<file path="src/rtl/anabellek_hakemi_pkg.sv">
`default_nettype none
// ============================================================================
// Module   : anabellek_paket (package)
// Purpose  : Shared FSM state encoding, master identifiers and default address
//            width for the L1B/L1V to iomem arbiter.
// Revision : 1.0 - initial release
// ============================================================================
package anabellek_paket;

  // Default word-address width (byte address bits [18:2])
  localparam int ADR_W = 17;

  // Arbiter FSM states
  typedef enum logic [1:0] {
    BOSTA      = 2'd0,
    L1B_HIZMET = 2'd1,
    L1V_HIZMET = 2'd2,
    CEVAP      = 2'd3
  } durum_t;

  // Master identifiers
  typedef enum logic {
    L1B = 1'b0,
    L1V = 1'b1
  } usta_t;

endpackage
`default_nettype wire

</file>
<file path="src/rtl/anabellek_hakemi.sv">
`default_nettype none
// ============================================================================
// Module   : anabellek_hakemi
// Purpose  : Two-master (instruction cache L1B, data cache L1V), one-slave
//            (iomem) arbiter. One outstanding transaction at a time,
//            round-robin on contention, registered memory-side outputs.
// Options  : ANABELLEK_ZAMAN_ASIMI_EN enables the memory timeout counter and
//            the sticky hata_o flag; without it hata_o is tied low.
// Revision : 1.0 - initial release
// ============================================================================
module anabellek_hakemi #(
  parameter int ADR_W       = anabellek_paket::ADR_W,
  parameter int ZAMAN_ASIMI = 255
) (
  input  logic             clk_i,
  input  logic             rst_ni,
  // Instruction cache (read-only master)
  input  logic [ADR_W-1:0] l1b_adr_i,
  input  logic             l1b_valid_i,
  output logic [31:0]      l1b_rdata_o,
  output logic             l1b_ready_o,
  // Data cache
  input  logic [ADR_W-1:0] l1v_adr_i,
  input  logic             l1v_valid_i,
  input  logic [31:0]      l1v_wdata_i,
  input  logic [3:0]       l1v_wstrb_i,
  output logic [31:0]      l1v_rdata_o,
  output logic             l1v_ready_o,
  // Memory controller port
  output logic [ADR_W-1:0] iomem_adr_o,
  output logic             iomem_valid_o,
  output logic [31:0]      iomem_wdata_o,
  output logic [3:0]       iomem_wstrb_o,
  input  logic [31:0]      iomem_rdata_i,
  input  logic             iomem_ready_i,
  // Sticky timeout flag
  output logic             hata_o
);

  import anabellek_paket::*;

  durum_t      r_durum;
  usta_t       r_son;         // master served most recently
  usta_t       w_secilen;     // master granted if a request is sampled now
  usta_t       w_sahip;       // owner of the transaction in flight
  logic        w_istek;
  logic        w_zaman_doldu; // timeout reached this HIZMET cycle
  logic        w_bitir;       // transaction ends this cycle
  logic [31:0] w_cevap_veri;  // data returned to the owner

  assign w_istek = l1b_valid_i | l1v_valid_i;

  // Round-robin choice: on a tie the master not served last wins
  always_comb begin
    w_secilen = L1B;
    if (l1b_valid_i && l1v_valid_i) begin
      w_secilen = (r_son == L1V) ? L1B : L1V;
    end else if (l1v_valid_i) begin
      w_secilen = L1V;
    end
  end

  // Owner is implied by which service state is active
  always_comb begin
    w_sahip = (r_durum == L1V_HIZMET) ? L1V : L1B;
  end

`ifdef ANABELLEK_ZAMAN_ASIMI_EN
  // At least 8 bits, wider if the timeout limit needs it
  localparam int SAYAC_W = ($clog2(ZAMAN_ASIMI + 1) > 8) ? $clog2(ZAMAN_ASIMI + 1) : 8;

  logic [SAYAC_W-1:0] r_sayac;

  // Counter reads k-1 during the k-th service cycle, so the limit hits on cycle ZAMAN_ASIMI
  assign w_zaman_doldu = (r_durum == L1B_HIZMET || r_durum == L1V_HIZMET) &&
                         (r_sayac == SAYAC_W'(ZAMAN_ASIMI - 1));

  // Service-cycle counter: cleared while idle/at grant, counts each service cycle
  always_ff @(posedge clk_i) begin
    if (!rst_ni) begin
      r_sayac <= '0;
    end else if (r_durum == L1B_HIZMET || r_durum == L1V_HIZMET) begin
      r_sayac <= r_sayac + SAYAC_W'(1);
    end else begin
      r_sayac <= '0;
    end
  end

  // Sticky error flag, set when a transaction is abandoned for lack of iomem_ready_i
  always_ff @(posedge clk_i) begin
    if (!rst_ni) begin
      hata_o <= 1'b0;
    end else if (w_zaman_doldu && !iomem_ready_i) begin
      hata_o <= 1'b1;
    end
  end
`else
  logic w_unused_zaman;

  assign w_zaman_doldu  = 1'b0;
  assign hata_o         = 1'b0;
  assign w_unused_zaman = ^ZAMAN_ASIMI;
`endif

  // A real memory answer wins over a coincident timeout; a timeout returns zero data
  assign w_bitir      = iomem_ready_i | w_zaman_doldu;
  assign w_cevap_veri = iomem_ready_i ? iomem_rdata_i : 32'h0000_0000;

  // Arbitration FSM with registered memory-side and completion outputs
  always_ff @(posedge clk_i) begin
    if (!rst_ni) begin
      r_durum       <= BOSTA;
      r_son         <= L1V;
      iomem_adr_o   <= '0;
      iomem_valid_o <= 1'b0;
      iomem_wdata_o <= '0;
      iomem_wstrb_o <= '0;
      l1b_rdata_o   <= '0;
      l1b_ready_o   <= 1'b0;
      l1v_rdata_o   <= '0;
      l1v_ready_o   <= 1'b0;
    end else begin
      // Completion strobes are single-cycle pulses
      l1b_ready_o <= 1'b0;
      l1v_ready_o <= 1'b0;
      case (r_durum)
        BOSTA: begin
          if (w_istek) begin
            iomem_valid_o <= 1'b1;
            if (w_secilen == L1V) begin
              iomem_adr_o   <= l1v_adr_i;
              iomem_wdata_o <= l1v_wdata_i;
              iomem_wstrb_o <= l1v_wstrb_i;
              r_durum       <= L1V_HIZMET;
            end else begin
              iomem_adr_o   <= l1b_adr_i;
              iomem_wdata_o <= '0;
              iomem_wstrb_o <= '0;
              r_durum       <= L1B_HIZMET;
            end
          end
        end
        L1B_HIZMET, L1V_HIZMET: begin
          // Requester inputs are ignored here; iomem_* simply hold
          if (w_bitir) begin
            iomem_valid_o <= 1'b0;
            r_son         <= w_sahip;
            r_durum       <= CEVAP;
            if (w_sahip == L1V) begin
              l1v_rdata_o <= w_cevap_veri;
              l1v_ready_o <= 1'b1;
            end else begin
              l1b_rdata_o <= w_cevap_veri;
              l1b_ready_o <= 1'b1;
            end
          end
        end
        CEVAP: begin
          // Skip sampling for one cycle so the owner's stale valid is not re-granted
          r_durum <= BOSTA;
        end
        default: begin
          r_durum <= BOSTA;
        end
      endcase
    end
  end

endmodule
`default_nettype wire

</file>
<file path="config.mk">
export PLATFORM = sky130hd
export DESIGN_NAME = anabellek_hakemi
export DESIGN_NICKNAME = d
export VERILOG_FILES = /design/src/rtl/anabellek_hakemi_pkg.sv /design/src/rtl/anabellek_hakemi.sv
export SDC_FILE = /design/constraint.sdc
export NUM_CORES = 1
export LEC_CHECK = 0
export BUFFER_PORTS_ARGS = -buffer_cell sky130_fd_sc_hd__clkbuf_2
export CORE_ASPECT_RATIO = 0.7
export CORE_MARGIN = 1
export CORE_UTILIZATION = 40
export DETAILED_ROUTE_END_ITERATION = 7
export GPL_TIMING_DRIVEN = 0
export PLACE_DENSITY = 0.86
export REMOVE_ABC_BUFFERS = 1
export SLEW_MARGIN = 20
export SYNTH_ARGS = -nofsm -noshare
export SYNTH_HDL_FRONTEND = slang
export SYNTH_SLANG_ARGS = --single-unit
</file>
<file path="constraint.sdc">
create_clock -name clk_i -period 1.5 [get_ports clk_i]
set_input_delay 0.3 -clock clk_i [delete_from_list [all_inputs] [get_ports clk_i]]
set_output_delay 0.3 -clock clk_i [all_outputs]
set_load 0.005 [all_outputs]
</file>
# Word level (Yosys, flattened, before mapping)
# Cells that the tools add are included.
dict set report totals {
  reg_bits 123
  inputBits 107
  output_inout_bits 121
  elab_cells 44
}
dict set report op_classes {
  n_eq_ne 5
  n_mux 16
  bitwise 2
  n_reduce_logical 11
}
# cell n
set ops {}
lappend ops {{two-way mux 32 bit} 1}
lappend ops {{two-way mux 17 bit} 1}
lappend ops {{AND reduction 3 bit} 4}
lappend ops {{two-way mux 1 bit} 8}
lappend ops {{two-way mux 2 bit} 3}
lappend ops {{one-hot mux 2 bit (3 select lines)} 1}
lappend ops {{AND reduction 2 bit} 3}
lappend ops {{== test 2 bit, second input constant} 2}
lappend ops {{two-way mux 4 bit} 1}
lappend ops {{!= test 2 bit, second input constant} 2}
lappend ops {{== test 2 x 1 -> 1 bit, second input constant} 1}
lappend ops {{zero test 2 bit} 1}
lappend ops {{one-hot mux 1 bit (2 select lines)} 1}
lappend ops {{nonzero test 2 bit} 1}
lappend ops {{OR reduction 2 bit} 1}
lappend ops {{logical AND 1 bit} 1}
lappend ops {{NOT 1 bit} 1}
lappend ops {{bitwise OR 1 bit} 1}

# Depth between registers and ports, before layout
# Gate-level depths: netlist of run 1.
dict set report logic_depth {
  word_depth 5
  depth_mapped 7
  mapped_depth_nobuf 5
}

# Worst setup path after synthesis of run 1
# Ideal clock, no wire load.
dict set report synth_path {
  path_kind {reg-to-reg}
  startpoint {register r_durum[0]}
  endpoint {register l1b_rdata_o[10]}
  arrival_ps 1368
  required_time_ps 1430
  setup_slack_ps 62
  stages_incl_launch_ff 7
  path_cell_list {dfxtp_1 -> inv_1 -> ha_1 -> nand3b_1 -> clkbuf_1 -> nand2_1 -> a21oi_1}
}
dict set report synth_via {
  elab_chain_cells 4
}
# item line_no
set synth_lines {}
lappend synth_lines {{from (decl)} anabellek_hakemi.sv:42} ;# durum_t r_durum;
lappend synth_lines {{from (signal assigned)} anabellek_hakemi.sv:112} ;# r_durum <= BOSTA;
lappend synth_lines {{from (signal assigned)} anabellek_hakemi.sv:134} ;# r_durum <= L1V_HIZMET;
lappend synth_lines {{from (signal assigned)} anabellek_hakemi.sv:139} ;# r_durum <= L1B_HIZMET;
lappend synth_lines {{== test 2 bit} {anabellek_hakemi.sv:65, anabellek_hakemi.sv:126}}
lappend synth_lines {{two-way mux 1 bit} anabellek_hakemi.sv:65} ;# w_sahip = (r_durum == L1V_HIZMET) ? L1V : L1B;
lappend synth_lines {{NOT 1 bit (no source line)} --}
lappend synth_lines {{AND reduction 3 bit (no source line) (*)} --}
lappend synth_lines {{to (signal assigned)} anabellek_hakemi.sv:153} ;# l1b_rdata_o <= w_cevap_veri;
lappend synth_lines {{to (decl)} anabellek_hakemi.sv:20} ;# output logic [31:0] l1b_rdata_o,
# Mark *: on every way between the ends. The rest lies on a longest branch, timed or not.
# A chain may end at the register's enable or synchronous reset.

# Worst setup path after layout of run 1
dict set report layout_path {
  startpoint {register r_durum[0]}
  endpoint {register l1b_rdata_o[14]}
}
dict set report layout_via {
  elab_chain_cells 4
}
# item line_no
set layout_lines {}
lappend layout_lines {{== test 2 bit} anabellek_hakemi.sv:65}
lappend layout_lines {{two-way mux 1 bit} anabellek_hakemi.sv:65}
lappend layout_lines {{net w_sahip} anabellek_hakemi.sv:45} ;# usta_t w_sahip;
lappend layout_lines {{NOT 1 bit (no source line)} --}
lappend layout_lines {{AND reduction 3 bit (no source line)} --}
# The timed path passes the listed nets, and every way through them passes these cells.

==> report_table.html, run 1 <==
<table>
<tr><th>Metric</th><th>Value</th></tr>
<tr><th colspan="2">Global routing</th></tr>
<tr><td>Number of global-route vias before repair</td><td>around 3.9k</td></tr>
<tr><td>Pin count of the biggest net entering global routing</td><td>70</td></tr>
<tr><td>Tot GR Track Use</td><td>0.2324</td></tr>
<tr><td>Antenna violations before repair</td><td>0</td></tr>
<tr><td>GRT overflow</td><td>0</td></tr>
<tr><td>Wire length of the first global-routing pass</td><td>~20000 µm</td></tr>
<tr><th colspan="2">Pwr</th></tr>
<tr><td>Total Power Consumption</td><td>between 10 and 15 mW</td></tr>
<tr><td>Total power divided by cell area</td><td>1878 nW/µm²</td></tr>
<tr><td>Max rail drop VDD</td><td>1.137 mV</td></tr>
<tr><td>Leakage component of the power</td><td>2.909 nW</td></tr>
<tr><th colspan="2">Place</th></tr>
<tr><td>Final HPWL from detailed placement</td><td>8038 µm</td></tr>
<tr><td>Placed cell areas</td><td>5480 µm²</td></tr>
<tr><td>Pre-CTS worst setup slack</td><td>-0.7986 ns</td></tr>
<tr><td>DP Cell Count</td><td>830</td></tr>
<tr><td>Port Buffers</td><td>around 230</td></tr>
<tr><td>Gpl congestion</td><td>roughly 0.74</td></tr>
<tr><th colspan="2">Worst setup path</th></tr>
<tr><td>Endpoint of the worst setup timing path</td><td>l1b_rdata_o[14]$_SDFFE_PN0P_</td></tr>
<tr><td>Crit. End Element</td><td>register</td></tr>
<tr><td>Classification of the worst setup path</td><td>register to register</td></tr>
<tr><td>Worst path required time</td><td>roughly 1.8 ns</td></tr>
<tr><td>Arrival time at the worst endpoint</td><td>1.70 ns</td></tr>
<tr><td>Startpoint class of the critical path</td><td>register</td></tr>
<tr><td>Setup crit start</td><td>r_durum[0]$_SDFFE_PN0P_</td></tr>
<tr><td>Reg2reg setup slack</td><td>0.06 ns</td></tr>
<tr><td>Worst reg2reg path endpoint</td><td>l1b_rdata_o[14]$_SDFFE_PN0P_</td></tr>
<tr><td>Startpoint of the worst register-to-register path</td><td>r_durum[0]$_SDFFE_PN0P_</td></tr>
<tr><td>Biggest fanout along the worst timing path</td><td>10</td></tr>
<tr><td>R2R cell count</td><td>7</td></tr>
<tr><th colspan="2">Synthesis</th></tr>
<tr><td>Portion of synthesized cell area occupied by the leading cell type</td><td>0.5605</td></tr>
<tr><td>Area share of and/or/nand/nor cells after synthesis</td><td>0.1598</td></tr>
<tr><td>Top cells by count, synth</td><td>sky130_fd_sc_hd__nand2_1 (166), sky130_fd_sc_hd__dfxtp_1 (123), sky130_fd_sc_hd__a21oi_1 (66)</td></tr>
<tr><td>Mux share of post-synthesis cell area</td><td>0.002279</td></tr>
<tr><td>Syn Inst Count</td><td>between 400 and 500</td></tr>
<tr><td>Average instance area after synthesis</td><td>8.893 µm²</td></tr>
<tr><td>Number of enable-type register cells in the synthesized netlist</td><td>0</td></tr>
<tr><td>Number of flip-flops and latches in the synthesized netlist</td><td>123</td></tr>
<tr><td>Number of warning messages in the yosys log</td><td>0</td></tr>
<tr><td>Area fraction in compound gates after synthesis</td><td>0.2059</td></tr>
<tr><td>Netlist area before placement</td><td>roughly 4400 µm²</td></tr>
<tr><td>Leading cell type by number of instances after synthesis</td><td>sky130_fd_sc_hd__nand2_1</td></tr>
<tr><td>Top_reg_cell synth</td><td>sky130_fd_sc_hd__dfxtp_1</td></tr>
<tr><td>Number of distinct library cell variants in the gate-level netlist after synthesis</td><td>31</td></tr>
<tr><td>Cell types occupying the most area after synthesis</td><td>sky130_fd_sc_hd__dfxtp_1 (56%), sky130_fd_sc_hd__nand2_1 (14%), sky130_fd_sc_hd__a21oi_1 (7.5%), sky130_fd_sc_hd__a22o_1 (7.2%), sky130_fd_sc_hd__a31oi_1 (2.4%)</td></tr>
<tr><td>Largest family of logic cells by synthesized area</td><td>compound AO/OA/AOI/OAI gates</td></tr>
<tr><td>Post-synthesis sequential area ratio</td><td>0.5605</td></tr>
<tr><td>Share of synthesized cell area in full adder, half adder and majority cells</td><td>0.01139</td></tr>
<tr><td>FFs w/ async S/R, synth</td><td>0</td></tr>
<tr><td>Synth area leader</td><td>sky130_fd_sc_hd__dfxtp_1</td></tr>
<tr><td>Synthesized-area fraction occupied by xor and xnor cells</td><td>0</td></tr>
<tr><th colspan="2">STA</th></tr>
<tr><td>Max transition margin</td><td>0.6490</td></tr>
<tr><td>Hold Violations, Final</td><td>0</td></tr>
<tr><td>Maximum frequency from static timing analysis</td><td>693.9 MHz</td></tr>
<tr><td>RSZ-0062 raised after global routing</td><td>yes</td></tr>
<tr><td>PnR worst setup slack</td><td>0.05883 ns</td></tr>
<tr><td>Final worst-path cycle share</td><td>0.9608</td></tr>
<tr><td>Number of pins exceeding their max-slew limit in the final report</td><td>0</td></tr>
<tr><td>Final sum of negative setup slack</td><td>0 ns</td></tr>
<tr><td>Hold Slack</td><td>between 0.1 and 0.15 ns</td></tr>
<tr><td>Worst Tran Pin Value</td><td>around 0.52 ns</td></tr>
<tr><td>Final period demand of the worst path</td><td>1.441 ns</td></tr>
<tr><td>Finish-stage setup viols</td><td>0</td></tr>
<tr><td>Final Skew</td><td>between 0.009 and 0.01 ns</td></tr>
<tr><th colspan="2">Clocking</th></tr>
<tr><td>Insertion delay of the later-clocked pin in the worst-skew pair</td><td>about 0.4 ns</td></tr>
<tr><td>TritonCTS clock tree</td><td>done</td></tr>
<tr><td>CTS root buffer</td><td>sky130_fd_sc_hd__clkbuf_16</td></tr>
<tr><td>Hold_buf cts</td><td>0</td></tr>
<tr><td>Number of H-tree branching levels</td><td>4</td></tr>
<tr><td>Number of buffers between clock root and the deepest sink</td><td>2</td></tr>
<tr><td>Clock sinks</td><td>123</td></tr>
<tr><td>CTS buffer count</td><td>17</td></tr>
<tr><td>Clock transition time at the flip-flop clock pins of the worst setup and hold paths</td><td>about 0.060 ns</td></tr>
<tr><th colspan="2">Finish</th></tr>
<tr><td>Fraction of final layout cells with drive strength greater than 1</td><td>0.3981</td></tr>
<tr><td>Antenna fix cells</td><td>0</td></tr>
<tr><td>Post-route cell area</td><td>roughly 6400 µm²</td></tr>
<tr><td>Nets@finish</td><td>829</td></tr>
<tr><td>Non-filler instance count after layout</td><td>879</td></tr>
<tr><td>Synth-to-Final Area Change</td><td>44.97%</td></tr>
<tr><td>Final Core Density</td><td>0.6059</td></tr>
<tr><th colspan="2">Floorplanning</th></tr>
<tr><td>Die Outline Area</td><td>between 10000 and 15000 µm²</td></tr>
<tr><td>Vert. Die Dim</td><td>~90 µm</td></tr>
<tr><td>Number of rows created at floorplan</td><td>31</td></tr>
<tr><td>Starting density of the core</td><td>0.4179</td></tr>
<tr><td>Core area</td><td>between 10000 and 15000 µm²</td></tr>
<tr><td>Width of the die</td><td>127.3 µm</td></tr>
<tr><td>Number of ports placed on the die boundary</td><td>~230</td></tr>
<tr><th colspan="2">Outcome</th></tr>
<tr><td>Status</td><td>completed</td></tr>
<tr><th colspan="2">Job</th></tr>
<tr><td>Max Cap Violations</td><td>0</td></tr>
<tr><th colspan="2">Detailed routing</th></tr>
<tr><td>DRC violation count after routing</td><td>0</td></tr>
<tr><td>Vias after detailed routing</td><td>4398</td></tr>
<tr><td>Vias/cell</td><td>~5</td></tr>
<tr><td>Total length of routed wires</td><td>roughly 13000 µm</td></tr>
<tr><td>Post-route antenna net violation count</td><td>0</td></tr>
<tr><td>Violation count after the first detailed-routing iteration</td><td>approximately 230</td></tr>
<tr><td>Wire length per cell after detailed routing</td><td>15.18 µm</td></tr>
<tr><td>Detailed-router iteration count before antenna repair</td><td>4</td></tr>
<tr><th colspan="2">Min path</th></tr>
<tr><td>Type of the most critical hold path</td><td>primary input to register</td></tr>
</table>
layer usage:
layer  vias to the layer above  share of wire  wire length [µm]  track usage
met5                         -              0                 0            0
met1                      2025           0.42              5564       0.2746
met2                       222           0.49              6514       0.3986
met4                         0         0.0043                58      0.06710
li1                       2144              -                 -            -
met3                         7          0.090              1207      0.09005
placed cells by master (no fill, tap or decap), drive strengths merged, types with 2 or more instances in the layout:
master	instances
ha	4
o21ai	20
nand2b	2
nor3	2
a21oi	66
o21a	2
nand2	166
buf	13
clkinvlp	5
bufinv	4
a31oi	17
inv	7
and3	2
and3b	2
nor2	3
clkbuf	246
dfxtp	123
a22o	36
a21boi	2
cell families after synthesis:
family,after synthesis
buffers and inverters,43
adder cells (fa/ha/maj),4
other,1
flip-flops,123
AO/OA/AOI/OAI,145
AND/OR/NAND/NOR,177
multiplexers,1
layout make-up:
type	instances	area, µm²
Fill cell	898	4143
Sequential cell	123	2464
Multi-Input combinational cell	333	1772
Timing Repair Buffer	239	1277
Clock buffer	20	466.7
Tap cell	148	185.2
Clock inverter	12	183.9
Inverter	4	20.02
worst min path at each step:
stage	from	to	slack, ns	cells after the start
after floorplan	rst_ni	r_son$_SDFFE_PN1P_	0.38	1
after global placement	l1b_rdata_o[9]$_SDFFE_PN0P_	l1b_rdata_o[9]$_SDFFE_PN0P_	0.44	2
after detailed placement	l1v_rdata_o[19]$_SDFFE_PN0P_	l1v_rdata_o[19]$_SDFFE_PN0P_	0.45	2
after CTS	l1v_wdata_i[17]	iomem_wdata_o[17]$_SDFFE_PN0P_	0.09	2
after global routing	l1v_wdata_i[4]	iomem_wdata_o[4]$_SDFFE_PN0P_	0.09	2
final	l1v_wdata_i[17]	iomem_wdata_o[17]$_SDFFE_PN0P_	0.11	2
worst max-delay path, cell delays in order, from the launching register on:
cell and delay, ns:
sky130_fd_sc_hd__dfxtp_1 0.34, sky130_fd_sc_hd__inv_2 0.08, sky130_fd_sc_hd__ha_2 0.22, sky130_fd_sc_hd__nand3b_1 0.17, sky130_fd_sc_hd__buf_4 0.18, sky130_fd_sc_hd__buf_6 0.15
sky130_fd_sc_hd__nand2_1 0.08, sky130_fd_sc_hd__a21oi_1 0.07
registers in the layout, summed over array words and instances (netlist names):
| register | flops |
|---|---|
| iomem_valid_o | 1 |
| iomem_wdata_o | 32 |
| r_son | 1 |
| r_durum | 2 |
| l1v_rdata_o | 32 |
| iomem_wstrb_o | 4 |
| iomem_adr_o | 17 |
| l1b_rdata_o | 32 |
| l1v_ready_o | 1 |
| l1b_ready_o | 1 |
where the power goes:
group | internal, mW | total, mW | switching [mW]
combinational | 1.46 | 3.29 | 1.83
sequential | 3.90 | 4.24 | 0.342
clock | 2.93 | 4.43 | 1.50
repair_timing:
item / CTS / global route
setup buffers: 10 / 1
setup endpoints to repair: 120 / 103
resized for setup: 18 / 4
cloned: 6 / 0
pin swaps: 6 / 3
Power figures use the tool's default switching activity.
==> run 2, diff against run 1 <==
--- a/config.mk
+++ b/config.mk
@@ -12,7 +12,6 @@
 export DETAILED_ROUTE_END_ITERATION = 7
 export GPL_TIMING_DRIVEN = 0
 export PLACE_DENSITY = 0.86
-export REMOVE_ABC_BUFFERS = 1
 export SLEW_MARGIN = 20
 export SYNTH_ARGS = -nofsm -noshare
 export SYNTH_HDL_FRONTEND = slang
==> report_table.html, run 2 (same netlist as run 1, synthesis figures left out) <==
<table>
<tr><th>Metric</th><th>Value</th></tr>
<tr><th colspan="2">Clocking</th></tr>
<tr><td>TritonCTS clock tree</td><td>done</td></tr>
<tr><td>Number of H-tree branching levels</td><td>4</td></tr>
<tr><td>CTS buffer count</td><td>17</td></tr>
<tr><td>Insertion delay of the later-clocked pin in the worst-skew pair</td><td>approximately 0.40 ns</td></tr>
<tr><td>CTS root buffer</td><td>sky130_fd_sc_hd__clkbuf_16</td></tr>
<tr><td>Hold_buf cts</td><td>0</td></tr>
<tr><td>Number of buffers between clock root and the deepest sink</td><td>2</td></tr>
<tr><td>Clock transition time at the flip-flop clock pins of the worst setup and hold paths</td><td>0.06 ns</td></tr>
<tr><td>Clock sinks</td><td>123</td></tr>
<tr><th colspan="2">STA</th></tr>
<tr><td>Finish-stage setup viols</td><td>0</td></tr>
<tr><td>Worst Tran Pin Value</td><td>0.5055 ns</td></tr>
<tr><td>Final period demand of the worst path</td><td>between 1 and 1.5 ns</td></tr>
<tr><td>PnR worst setup slack</td><td>roughly 0.088 ns</td></tr>
<tr><td>Final Skew</td><td>0.005354 ns</td></tr>
<tr><td>Final sum of negative setup slack</td><td>0 ns</td></tr>
<tr><td>Hold Violations, Final</td><td>0</td></tr>
<tr><td>Hold Slack</td><td>between 0.1 and 0.15 ns</td></tr>
<tr><td>Number of pins exceeding their max-slew limit in the final report</td><td>0</td></tr>
<tr><td>Maximum frequency from static timing analysis</td><td>708.3 MHz</td></tr>
<tr><td>RSZ-0062 raised after global routing</td><td>no</td></tr>
<tr><td>Final worst-path cycle share</td><td>0.9412</td></tr>
<tr><td>Max transition margin</td><td>0.6630</td></tr>
<tr><th colspan="2">Finish</th></tr>
<tr><td>Nets@finish</td><td>~850</td></tr>
<tr><td>Fraction of final layout cells with drive strength greater than 1</td><td>0.4034</td></tr>
<tr><td>Post-route cell area</td><td>~6500 µm²</td></tr>
<tr><td>Largest registers</td><td>iomem_wdata_o x32, l1b_rdata_o x32, l1v_rdata_o x32</td></tr>
<tr><td>Number of fill cells in the layout</td><td>between 900 and 1k</td></tr>
<tr><td>Synth-to-Final Area Change</td><td>47.25%</td></tr>
<tr><td>Antenna fix cells</td><td>0</td></tr>
<tr><td>Leading cell type in the layout, fill and taps excluded</td><td>sky130_fd_sc_hd__clkbuf_2</td></tr>
<tr><td>Top library cells by usage in the layout, fill and taps aside</td><td>sky130_fd_sc_hd__clkbuf_2 (227), sky130_fd_sc_hd__nand2_1 (165), sky130_fd_sc_hd__dfxtp_1 (122), sky130_fd_sc_hd__a21oi_1 (65), sky130_fd_sc_hd__a22o_1 (36)</td></tr>
<tr><td>Multi-input combinational cell area</td><td>about 1700 µm²</td></tr>
<tr><td>Final Core Density</td><td>0.6154</td></tr>
<tr><td>Register area</td><td>approximately 2500 µm²</td></tr>
<tr><th colspan="2">Worst setup path</th></tr>
<tr><td>Worst reg2reg path endpoint</td><td>l1b_rdata_o[5]$_SDFFE_PN0P_</td></tr>
<tr><td>Classification of the worst setup path</td><td>register to register</td></tr>
<tr><td>Endpoint of the worst setup timing path</td><td>l1b_rdata_o[5]$_SDFFE_PN0P_</td></tr>
<tr><td>Worst path required time</td><td>roughly 1.8 ns</td></tr>
<tr><td>Arrival time at the worst endpoint</td><td>around 1.7 ns</td></tr>
<tr><td>Biggest fanout along the worst timing path</td><td>10</td></tr>
<tr><td>Startpoint of the worst register-to-register path</td><td>r_durum[0]$_SDFFE_PN0P_</td></tr>
<tr><td>R2R cell count</td><td>7</td></tr>
<tr><td>Reg2reg setup slack</td><td>~0.088 ns</td></tr>
<tr><td>Setup crit start</td><td>r_durum[0]$_SDFFE_PN0P_</td></tr>
<tr><td>Crit. End Element</td><td>register</td></tr>
<tr><td>Startpoint class of the critical path</td><td>register</td></tr>
<tr><th colspan="2">Floorplanning</th></tr>
<tr><td>Number of ports placed on the die boundary</td><td>roughly 230</td></tr>
<tr><td>Width of the die</td><td>between 100 and 150 µm</td></tr>
<tr><td>Die Outline Area</td><td>around 11000 µm²</td></tr>
<tr><td>Starting density of the core</td><td>0.4179</td></tr>
<tr><td>Number of rows created at floorplan</td><td>31</td></tr>
<tr><td>Core area</td><td>approximately 11000 µm²</td></tr>
<tr><td>Vert. Die Dim</td><td>approximately 90 µm</td></tr>
<tr><th colspan="2">Outcome</th></tr>
<tr><td>Status</td><td>completed</td></tr>
<tr><th colspan="2">Global routing</th></tr>
<tr><td>Number of global-route vias before repair</td><td>~4k</td></tr>
<tr><td>Wire length of the first global-routing pass</td><td>roughly 20000 µm</td></tr>
<tr><td>Pin count of the biggest net entering global routing</td><td>17</td></tr>
<tr><td>Layer with the highest usage</td><td>met2</td></tr>
<tr><td>Met2 global-route usage</td><td>0.3591</td></tr>
<tr><td>Met3 GRT Util</td><td>0.07050</td></tr>
<tr><td>Met1 Resource Use GR</td><td>0.2772</td></tr>
<tr><td>Tot GR Track Use</td><td>0.2218</td></tr>
<tr><td>Antenna violations before repair</td><td>0</td></tr>
<tr><td>GRT overflow</td><td>0</td></tr>
<tr><th colspan="2">Detailed routing</th></tr>
<tr><td>Violation count after the first detailed-routing iteration</td><td>about 110</td></tr>
<tr><td>Wire length per cell after detailed routing</td><td>14.00 µm</td></tr>
<tr><td>Vias after detailed routing</td><td>~4.4k</td></tr>
<tr><td>Post-route antenna net violation count</td><td>0</td></tr>
<tr><td>Vias/cell</td><td>approximately 4.9</td></tr>
<tr><td>Detailed-router iteration count before antenna repair</td><td>4</td></tr>
<tr><td>Total length of routed wires</td><td>between 10000 and 15000 µm</td></tr>
<tr><td>DRC violation count after routing</td><td>0</td></tr>
<tr><th colspan="2">Pwr</th></tr>
<tr><td>Max rail drop VDD</td><td>~1.2 mV</td></tr>
<tr><td>Leakage component of the power</td><td>2.998 nW</td></tr>
<tr><td>Total power divided by cell area</td><td>around 1800 nW/µm²</td></tr>
<tr><th colspan="2">Place</th></tr>
<tr><td>Placed cell areas</td><td>5709 µm²</td></tr>
<tr><td>Pre-CTS worst setup slack</td><td>-0.3233 ns</td></tr>
<tr><td>Final HPWL from detailed placement</td><td>approximately 9200 µm</td></tr>
<tr><td>Gpl congestion</td><td>between 0.8 and 0.9</td></tr>
<tr><td>Port Buffers</td><td>226</td></tr>
<tr><th colspan="2">Min path</th></tr>
<tr><td>Type of the most critical hold path</td><td>primary input to register</td></tr>
<tr><th colspan="2">Job</th></tr>
<tr><td>Max Cap Violations</td><td>0</td></tr>
<tr><th colspan="2">Synthesis</th></tr>
<tr><td>Mapped Nets</td><td>around 610</td></tr>
</table>
## run 2: report_power, final
part	switching (mW)	internal, mW	total, mW
logic	1.69	1.51	3.19
clock network	1.50	2.71	4.21
registers	0.330	3.90	4.23
total	3.52	8.12	11.6
## run 2: worst max-delay path, cell delays in order, from the launching register on
cell and delay, ns:
sky130_fd_sc_hd__dfxtp_1 0.34, sky130_fd_sc_hd__inv_2 0.07, sky130_fd_sc_hd__ha_1 0.22, sky130_fd_sc_hd__and3b_1 0.23
sky130_fd_sc_hd__buf_6 0.14, sky130_fd_sc_hd__buf_8 0.14, sky130_fd_sc_hd__nand2_1 0.06, sky130_fd_sc_hd__a21oi_1 0.14
## run 2: final cells by class
class	instances	share of cell area
Timing Repair Buffer	230	0.1795
Tap cell	148	0.02863
Multi-Input combinational cell	328	0.2615
Buffer	39	0.05145
Inverter	4	0.002321
Sequential cell	123	0.3809
Clock buffer	19	0.07002
Clock inverter	13	0.02573
## run 2: per-layer routing
| layer | vias up | share of wire |
|---|---|---|
| met2 | 164 | 0.47 |
| met4 | 0 | 0.015 |
| met3 | 19 | 0.077 |
| met5 | - | 0 |
| li1 | 2189 | - |
| met1 | 2041 | 0.44 |
## run 2: what timing repair did
item                       in CTS  in global routing
setup endpoints to repair     101                 97
setup buffers                   4                  0
gates resized for setup        24                 18
pin swaps                       3                  1
## run 2: worst min path at each step
stage,start,endpoint,cells after the start
detailed placement,l1v_rdata_o[1]$_SDFFE_PN0P_,l1v_rdata_o[1]$_SDFFE_PN0P_,2
floorplan,l1v_wdata_i[10],iomem_wdata_o[10]$_SDFFE_PN0P_,1
CTS,l1v_wstrb_i[1],iomem_wstrb_o[1]$_SDFFE_PN0P_,2
global route,l1v_wstrb_i[2],iomem_wstrb_o[2]$_SDFFE_PN0P_,2
global placement,l1v_rdata_o[20]$_SDFFE_PN0P_,l1v_rdata_o[20]$_SDFFE_PN0P_,2
finish,l1v_wdata_i[3],iomem_wdata_o[3]$_SDFFE_PN0P_,2
## run 2: metrics by stage
step	cells	total power [mW]
floorplan	494	5.923
global placement	868	7.097
detailed placement	868	7.162
CTS	904	11.65
global route	904	12.29
finish	904	11.64
